[config.mk]
export PLATFORM = sky130hd
export DESIGN_NAME = ins_fetch_ctrl_flat
export DESIGN_NICKNAME = d
export VERILOG_FILES = /design/src/rtl/ins_fetch_ctrl_if.sv /design/src/rtl/ins_fetch_ctrl.sv /design/src/flat_wrapper.sv
export SDC_FILE = /design/constraint.sdc
export NUM_CORES = 1
export LEC_CHECK = 0
export CAP_MARGIN = 0
export CORE_MARGIN = 1.5
export CORE_UTILIZATION = 45
export CTS_BUF_LIST = sky130_fd_sc_hd__clkbuf_8
export DETAILED_ROUTE_END_ITERATION = 6
export GPL_TIMING_DRIVEN = 0
export PLACE_DENSITY_LB_ADDON = 0.05
export SYNTH_ARGS = -nofsm -noshare
export SYNTH_HDL_FRONTEND = slang
export SYNTH_SLANG_ARGS = --single-unit
[constraint.sdc]
create_clock -name clk -period 4.5 [get_ports clk]
set_input_delay 0.45 -clock clk [delete_from_list [all_inputs] [get_ports clk]]
set_output_delay 0.45 -clock clk [all_outputs]
set_load 0.05 [all_outputs]
[src/rtl/ins_fetch_ctrl_if.sv]
// ins_fetch_ctrl_if: ROM, decoder and execute-stage signals
// of the instruction fetch controller.
interface ins_fetch_ctrl_if;
    logic [15:0] rom_addr;
    logic [15:0] rom_data;
    logic [15:0] ins_word;
    logic        ins_load;
    logic [15:0] ext_word;
    logic        ext_valid;
    logic [1:0]  ext_index;
    logic        exec_start;
    logic        exec_done;
    logic        branch_taken;
    logic [15:0] branch_target;

    modport master (
        output rom_addr,
        input  rom_data,
        output ins_word,
        output ins_load,
        output ext_word,
        output ext_valid,
        output ext_index,
        output exec_start,
        input  exec_done,
        input  branch_taken,
        input  branch_target
    );

    modport slave (
        input  rom_addr,
        output rom_data,
        input  ins_word,
        input  ins_load,
        input  ext_word,
        input  ext_valid,
        input  ext_index,
        input  exec_start,
        output exec_done,
        output branch_taken,
        output branch_target
    );
endinterface

[src/rtl/ins_fetch_ctrl.sv]
// ins_fetch_ctrl: PC owner, ROM fetch and execute handshake.
// Optional macro FETCH_CTRL_ILLEGAL_TRAP_EN traps length code 3.
module ins_fetch_ctrl #(
    parameter logic [15:0] RESET_PC = 16'h0000
) (
    input  logic                  clk,
    input  logic                  rst,
    input  logic                  run,
    ins_fetch_ctrl_if.master      bus,
    output logic                  busy,
    output logic                  illegal
);
    typedef enum logic [3:0] {
        IDLE, FETCH, CAPTURE, DECODE,
        EXT_ADDR, EXT_CAP, ISSUE, EXEC_WAIT, TRAP
    } state_t;

    state_t      state_q;
    logic [15:0] pc_q;
    logic [15:0] pc_d;
    logic [15:0] ins_word_q;
    logic [15:0] ext_word_q;
    logic [1:0]  ext_index_q;
    logic [1:0]  words_left_q;
    logic [1:0]  len_d;
    logic        ins_load_q;
    logic        ext_valid_q;
    logic        exec_start_q;
    logic        busy_q;
    logic        illegal_q;

    assign pc_d = pc_q + 16'd1;

`ifdef FETCH_CTRL_ILLEGAL_TRAP_EN
    assign len_d = ins_word_q[13:12];
`else
    assign len_d = (ins_word_q[13:12] == 2'd3) ? 2'd0 : ins_word_q[13:12];
`endif

    // Sequencer: state, PC, captured words and registered pulses.
    always_ff @(posedge clk) begin
        if (rst) begin
            state_q      <= IDLE;
            pc_q         <= RESET_PC;
            ins_word_q   <= '0;
            ext_word_q   <= '0;
            ext_index_q  <= '0;
            words_left_q <= '0;
            ins_load_q   <= 1'b0;
            ext_valid_q  <= 1'b0;
            exec_start_q <= 1'b0;
            busy_q       <= 1'b0;
            illegal_q    <= 1'b0;
        end else begin
            ins_load_q   <= 1'b0;
            ext_valid_q  <= 1'b0;
            exec_start_q <= 1'b0;
            unique case (state_q)
                IDLE: begin
                    if (run) begin
                        state_q <= FETCH;
                        busy_q  <= 1'b1;
                    end
                end
                FETCH: begin
                    if (!run) begin
                        state_q <= IDLE;
                        busy_q  <= 1'b0;
                    end else begin
                        state_q <= CAPTURE;
                    end
                end
                CAPTURE: begin
                    ins_word_q <= bus.rom_data;
                    pc_q       <= pc_d;
                    ins_load_q <= 1'b1;
                    state_q    <= DECODE;
                end
                DECODE: begin
                    ext_index_q  <= '0;
                    words_left_q <= len_d;
`ifdef FETCH_CTRL_ILLEGAL_TRAP_EN
                    if (len_d == 2'd3) begin
                        illegal_q <= 1'b1;
                        state_q   <= TRAP;
                    end else
`endif
                    if (len_d == 2'd0) begin
                        exec_start_q <= 1'b1;
                        state_q      <= ISSUE;
                    end else begin
                        state_q <= EXT_ADDR;
                    end
                end
                EXT_ADDR: begin
                    state_q <= EXT_CAP;
                end
                EXT_CAP: begin
                    ext_word_q   <= bus.rom_data;
                    ext_valid_q  <= 1'b1;
                    ext_index_q  <= ext_index_q + 2'd1;
                    pc_q         <= pc_d;
                    words_left_q <= words_left_q - 2'd1;
                    if (words_left_q > 2'd1) begin
                        state_q <= EXT_ADDR;
                    end else begin
                        exec_start_q <= 1'b1;
                        state_q      <= ISSUE;
                    end
                end
                ISSUE: begin
                    state_q <= EXEC_WAIT;
                end
                EXEC_WAIT: begin
                    if (bus.exec_done) begin
                        if (bus.branch_taken) begin
                            pc_q <= bus.branch_target;
                        end
                        state_q <= FETCH;
                    end
                end
`ifdef FETCH_CTRL_ILLEGAL_TRAP_EN
                TRAP: begin
                    state_q <= TRAP;
                end
`endif
                default: begin
                    state_q <= IDLE;
                    busy_q  <= 1'b0;
                end
            endcase
        end
    end

    assign bus.rom_addr   = pc_q;
    assign bus.ins_word   = ins_word_q;
    assign bus.ins_load   = ins_load_q;
    assign bus.ext_word   = ext_word_q;
    assign bus.ext_valid  = ext_valid_q;
    assign bus.ext_index  = ext_index_q;
    assign bus.exec_start = exec_start_q;
    assign busy           = busy_q;
    assign illegal        = illegal_q;
endmodule

[src/flat_wrapper.sv]
// flat-port wrapper written by rule: the top's interface ports become plain ports
module ins_fetch_ctrl_flat 
#(
    parameter logic [15:0] RESET_PC = 16'h0000
)
  (clk, rst, run, busy, illegal, bus_rom_addr, bus_rom_data, bus_ins_word, bus_ins_load, bus_ext_word, bus_ext_valid, bus_ext_index, bus_exec_start, bus_exec_done, bus_branch_taken, bus_branch_target);
  ins_fetch_ctrl_if bus_i ();
  input  logic clk;
  input  logic rst;
  input  logic run;
  output logic busy;
  output logic illegal;
  output wire logic [$bits(bus_i.rom_addr)-1:0] bus_rom_addr;
  input wire logic [$bits(bus_i.rom_data)-1:0] bus_rom_data;
  output wire logic [$bits(bus_i.ins_word)-1:0] bus_ins_word;
  output wire logic [$bits(bus_i.ins_load)-1:0] bus_ins_load;
  output wire logic [$bits(bus_i.ext_word)-1:0] bus_ext_word;
  output wire logic [$bits(bus_i.ext_valid)-1:0] bus_ext_valid;
  output wire logic [$bits(bus_i.ext_index)-1:0] bus_ext_index;
  output wire logic [$bits(bus_i.exec_start)-1:0] bus_exec_start;
  input wire logic [$bits(bus_i.exec_done)-1:0] bus_exec_done;
  input wire logic [$bits(bus_i.branch_taken)-1:0] bus_branch_taken;
  input wire logic [$bits(bus_i.branch_target)-1:0] bus_branch_target;
  assign bus_rom_addr = bus_i.rom_addr;
  assign bus_i.rom_data = bus_rom_data;
  assign bus_ins_word = bus_i.ins_word;
  assign bus_ins_load = bus_i.ins_load;
  assign bus_ext_word = bus_i.ext_word;
  assign bus_ext_valid = bus_i.ext_valid;
  assign bus_ext_index = bus_i.ext_index;
  assign bus_exec_start = bus_i.exec_start;
  assign bus_i.exec_done = bus_exec_done;
  assign bus_i.branch_taken = bus_branch_taken;
  assign bus_i.branch_target = bus_branch_target;
  ins_fetch_ctrl #(.RESET_PC(RESET_PC)) u_core (.clk(clk), .rst(rst), .run(run), .bus(bus_i), .busy(busy), .illegal(illegal));
endmodule
# == Yosys cells after proc, flatten, opt, wreduce, memory -nomap -nowiden ==
# Cells that the tools add are included.
# classes
addsub,3
n_lt_le_gt_ge,1
n_eq_ne,12
mux,20
n_bitwise,1
n_reduce_logical,9
# ops
op,n
16-bit 2-to-1 mux,2
16-bit case mux with 2 select lines,1
4-bit case mux with 8 select lines,1
16-bit by 1-bit adder with 16-bit output (second input constant),1
4-bit by 3-bit equality test with 1-bit output (second input constant),4
4-bit by 2-bit equality test with 1-bit output (second input constant),2
2-bit 2-to-1 mux,4
4-bit 2-to-1 mux,2
2-bit != test (second input constant),4
2-bit case mux with 2 select lines,2
1-bit 2-to-1 mux,6
3-bit AND reduction,2
6-bit OR reduction,1
4-bit by 1-bit equality test with 1-bit output (second input constant),1
4-bit zero test,1
2-bit nonzero test,2
1-bit case mux with 3 select lines,1
2-bit by 1-bit adder with 2-bit output (second input constant),1
2-bit equality test (second input constant),1
2-bit by 1-bit greater-than comparator with 1-bit output (second input constant),1
2-bit zero test,1
1-bit case mux with 2 select lines,1
2-bit AND reduction,1
2-bit OR reduction,1
2 further kinds,2
# word_totals
ff_bits,60
in_bits,37
out_inout_bits,55
wordCells,56

# == Depth between registers and ports, before layout ==
# Gate-level depths: netlist of the first run.
# logic_depth
depth_word,5
ltp_mapped,7
ltp_nobuf,5

# == Worst setup path after synthesis of the first run ==
# Ideal clock, no wire load.
# synth_timing
path_kind,register -> register
start,register u_core.pc_q[0] (netlist: u_core.bus.rom_addr[0])
end,register u_core.pc_q[10] (netlist: u_core.bus.rom_addr[10])
setup_ns,0.092
t_arrival_ns,1.855
required_time_ns,4.408
slack_ns,2.553
path_stages_with_launch,6
n_path_buf,0
period_less_slack_ns,1.947
cell_sequence,dfxtp_1 ha_1 nand3_1 or3_1 o31a_1 o32ai_1
# synth_via
elab_chain_cells,2
# synth_rtl
item,line_no,rtl
from (decl),ins_fetch_ctrl.sv:19,logic [15:0] pc_q;
from (signal assigned),ins_fetch_ctrl.sv:75,pc_q <= pc_d;
from (signal assigned),ins_fetch_ctrl.sv:102,pc_q <= pc_d;
from (signal assigned),ins_fetch_ctrl.sv:117,pc_q <= bus.branch_target;
16-bit by 1-bit adder with 16-bit output,ins_fetch_ctrl.sv:32,assign pc_d = pc_q + 16'd1;
16-bit case mux with 2 select lines,ins_fetch_ctrl.sv:58,unique case (state_q)
# No other way between the ends.
# A chain may end at the register's enable or synchronous reset.

# == Final worst setup path of the first run ==
# layout_timing
start,register u_core.pc_q[0] (netlist: u_core.bus.rom_addr[0])
end,output port bus_rom_addr[0]
# layout_rtl
item,line_no,rtl
to (decl),flat_wrapper.sv:13,output wire logic [$bits(bus_i.rom_addr)-1:0] bus_rom_addr;
# No word-level cell between the ends.

==> results of run 1 <==
==> kinds of logic (layout without fill, tap and decap cells) <==
logic type | count (synthesis) | in the layout | share of synthesized area [%]
muxes | 3 | 3 | 1.09
DFF | 59 | 59 | 42.9
xor gates and xnor gates | 1 | 1 | 0.319
adders and majority gates | 4 | 4 | 1.82
and+or+nand+nor | 140 | 140 | 23.7
AOI/OAI and AO/OA | 103 | 103 | 24.2
other | 1 | 1 | 0.136
buffers and inverters | 34 | 139 | 5.82
==> how the worst min path moves through the flow <==
stage          slack, ns  depth (start not counted)              startpoint                     end
2_1_floorplan       0.48                          2  u_core.words_left_q[1]  u_core.words_left_q[1]
3_3_place_gp        0.44                          2  u_core.bus.ins_word[0]  u_core.bus.ins_word[0]
3_5_place_dp        0.45                          2  u_core.bus.ins_word[5]  u_core.bus.ins_word[5]
4_1_cts             0.46                          2  u_core.bus.ins_word[5]  u_core.bus.ins_word[5]
5_1_grt             0.48                          2  u_core.bus.ins_word[2]  u_core.bus.ins_word[2]
6_report            0.45                          2  u_core.bus.ins_word[5]  u_core.bus.ins_word[5]
==> layer usage <==
layer | vias to the layer above | GRT usage, %
met4 | 0 | 8.45
li1 | 1414 | -
met5 | - | 0
met3 | 7 | 7.98
met1 | 1345 | 31.5
met2 | 103 | 39.0
==> worst reg2reg max path, stage by stage (launching register included) <==
cell                      delay [ns]
sky130_fd_sc_hd__dfxtp_1        0.51
sky130_fd_sc_hd__ha_1           0.25
sky130_fd_sc_hd__nand3_1        0.24
sky130_fd_sc_hd__or3_1          0.41
sky130_fd_sc_hd__o31a_1         0.25
sky130_fd_sc_hd__o32ai_1        0.11
==> sequential cells by signal, summed over array words and instances, names as in the netlist <==
| register | cells |
|---|---|
| u_core.busy | 1 |
| u_core.bus.ins_word | 16 |
| u_core.bus.ext_valid | 1 |
| u_core.bus.rom_addr | 16 |
| u_core.bus.ext_word | 16 |
| u_core.bus.ins_load | 1 |
| u_core.state_q | 3 |
| u_core.bus.exec_start | 1 |
| u_core.words_left_q | 2 |
| u_core.bus.ext_index | 2 |
==> power by group <==
part	switching, mW	internal, mW	leakage [nW]	total [mW]
Clock	0.246	0.264	0.101	0.510
Combinational	0.0666	0.0536	0.713	0.120
Sequential	0.00608	0.529	0.476	0.535
Total	0.318	0.847	1.29	1.17
==> Yosys cell counts (all sizes together) (4+ instances only) <==
cell type and n:
nand2 78, dfxtp 59, a21oi 43, o21ai 20, buf 16, nor2 15
inv 10, clkbuf 8, nand3 8, and2 7, nor4 6, a22oi 5
ha 4, nand4 4, nor2b 4, nor3 4, o2bb2ai 4, or3 4
==> final cells by class <==
class,instances,area [um^2]
clock inverter,7,81.3
sequential,59,1180
timing repair buffer,89,891
fill,543,1980
buffer,24,123
inverter,10,37.5
tap,75,93.8
clock buffer,9,124
multi-input combinational,252,1410
==> cell usage in the layout (no fill, tap or decap), drive strengths merged, types with 2 or more instances in the layout <==
master / instances
mux2i: 3
clkbuf: 17
or3: 4
o32ai: 3
dfxtp: 59
a22oi: 5
o21a: 2
o2bb2ai: 4
o21ai: 20
nor2b: 4
a221oi: 3
nor4: 6
a311oi: 2
nor3: 4
a21oi: 43
ha: 4
buf: 16
nand2: 78
a31oi: 2
and2: 7
o31a: 3
nand3: 8
inv: 14
nand4: 4
a211oi: 3
and3: 3
nor2: 15
o22ai: 2
clkdlybuf4s50: 89
nand2b: 3
==> results.yml, run 1 <==
setup_path:
  rrSetupSlack_ns: 2.64
  arrival_ns: 1.74
  reg_to_reg_critical_path_endpoint: "u_core.bus.rom_addr[10]"
  cp-start-kind: "flop"
  cp_num_cells: 1
  critical_path.n_buffers_inverters: 1
  slowest_delay_ns: 0.88
  worst_setup_path_startpoint: "u_core.bus.rom_addr[0]"
  path_cells: "clkdlybuf4s50_1"
  top_delay_family_on_crit_path: "buffers and inverters"
  timing.critical_path.slowest_stage_cell: "sky130_fd_sc_hd__clkdlybuf4s50_1"
  critical_path.endpoint_type: "primary output"
  required_ns: 4.05
  reg2reg_depth: 5
  path_class: "reg2out"
  worstPathMaxFanout: 8
  worstSetupEndpoint: "bus_rom_addr[0]"
  reg2reg_from: "u_core.bus.rom_addr[0]"
logic_synthesis:
  synthesis.area_um2: 2750
  synth-seq-cells: 59
  synth.net_count: 386
  yosysSeqAreaShare_pct: 42.9
  synth.lib_cells_used.distinct: 57
  synthesis.instances: 345
  synth_top_area_share_pct: 42.9
  ys_top_cells_by_area: "sky130_fd_sc_hd__dfxtp_1 (43%), sky130_fd_sc_hd__nand2_1 (11%), sky130_fd_sc_hd__a21oi_1 (7.6%)"
  synth.yosys.warnings: 0
  dominantRegCellSynth: "sky130_fd_sc_hd__dfxtp_1"
  netlist.top_cell.by_area: "sky130_fd_sc_hd__dfxtp_1"
  synth_enable_flop_cells: 0
  async_flop_share_pct: 0
  post_synth.cell_area_avg_um2: 7.97
placement:
  place_area_um2: 3730
  placement.io_buffers: 89
  gp_congestion: 0.915
  numPlacedInstances: 509
  post-place-ws_ns: 2.58
  dp_hpwl_um: 5650
power_and_ir_drop:
  power_mw: 1.17
  power.density_cell_area_nw_per_um2: 296
  leakage_nw: 1.29
  max-vdd-ir-drop_mv: 0.266
routing:
  dr.first_iter.drc_count: 215
  dr.max_layer_used: "met4"
  m1WireLength_um: 3560
  detail_route.first_pass.iterations: 5
  met3_length_um: 511
  met2_length_um: 3710
  viasPerCell: 5.46
  remaining_drc_errors: 0
  number_of_vias_in_the_routed_layout: 2869
  total_detailed_routing_wirelength_um: 7890
  final_antenna_net_count: 0
  routed_length_per_placed_instance_um: 15.0
cells_and_area:
  finalNetCount: 486
  final_layout_size_suffix_gt1_share_pct: 8.44
  areaGrowthSynthToFinish_pct: 43.3
  layout.cells.non_filler: 525
  postLayoutCoreUtil_pct: 66.5
  antenna_cells: 0
  final_design_area_no_fill_um2: 3940
clock_network:
  cts_buffer_depth: 2
  post_cts_resize_count: 0
  clock_insertion_delay_worst_skew_ns: 0.35
  clock_tree.htree_level_count: 3
  tritoncts: "yes"
  clock_sink_count: 59
  tritoncts.num_buffers: 9
  root_buffer: "sky130_fd_sc_hd__clkbuf_8"
  cts_hold_repair.buffers: 0
  postCtsSetupBuffers: 0
  cts.reportedPaths.clkPinSlew_ns: 0.08
timing:
  finalSetupViolations: 0
  totalNegativeSetupSlack_ns: 0
  post-route-period-util_pct: 48.6
  rsz0062_at_grt: "no"
  min_period_ns: 2.19
  fin_ws_ns: 2.31
  clock_skew_ns: 0.0112
  max_slew.worst_pin.slew_ns: 0.557
  hold_violations: 0
  holdWs_ns: 0.454
  drv_slew: 0
  timing.slew.headroom_pct: 62.6
  fmaxAchievable_ghz: 0.457
floorplanning:
  core_area_um2: 5920
  row_count: 28
  design.die.area_um2: 6590
  floorplan.die.width_um: 81.2
  floorplan.initialDensity_pct: 46.4
  io-pin-count: 92
  die-height_um: 81.2
flow_run:
  cap_violations: 0
status:
  outcome: "completed"
global_routing:
  globalRouteOverflowTotal: 0
  grt_start_max_net_pins: 14
  globalRouteTotalUtil_pct: 24.6
  antenna_found_initial: 0
  grt_first_pass_wirelength_um: 12300
  grt_pass1_vias: 2609
hold_path:
  hold_class: "reg2reg"
Note: power is estimated with default switching activity, not from simulation.
==> run 2: changes to the inputs <==
==> constraint.sdc (replaced) <==
create_clock -name clk -period 2.23 [get_ports clk]
set_input_delay 0.223 -clock clk [delete_from_list [all_inputs] [get_ports clk]]
set_output_delay 0.223 -clock clk [all_outputs]
set_load 0.05 [all_outputs]
==> results of run 2 <==
Same layout as run 1 (identical final DEF). Status: completed.
Main changes from that run: setup slack after placement 2.58 ns -> 0.422 ns; setup slack after layout 2.31 ns -> 0.269 ns; hold slack 0.454 ns -> 0.377 ns; register-to-register setup slack 2.64 ns -> 0.37 ns; end point of the worst hold path u_core.bus.ins_word[5] -> u_core.bus.rom_addr[15]; total power 1.17 mW -> 2.35 mW; worst IR drop on VDD 0.266 mV -> 0.537 mV
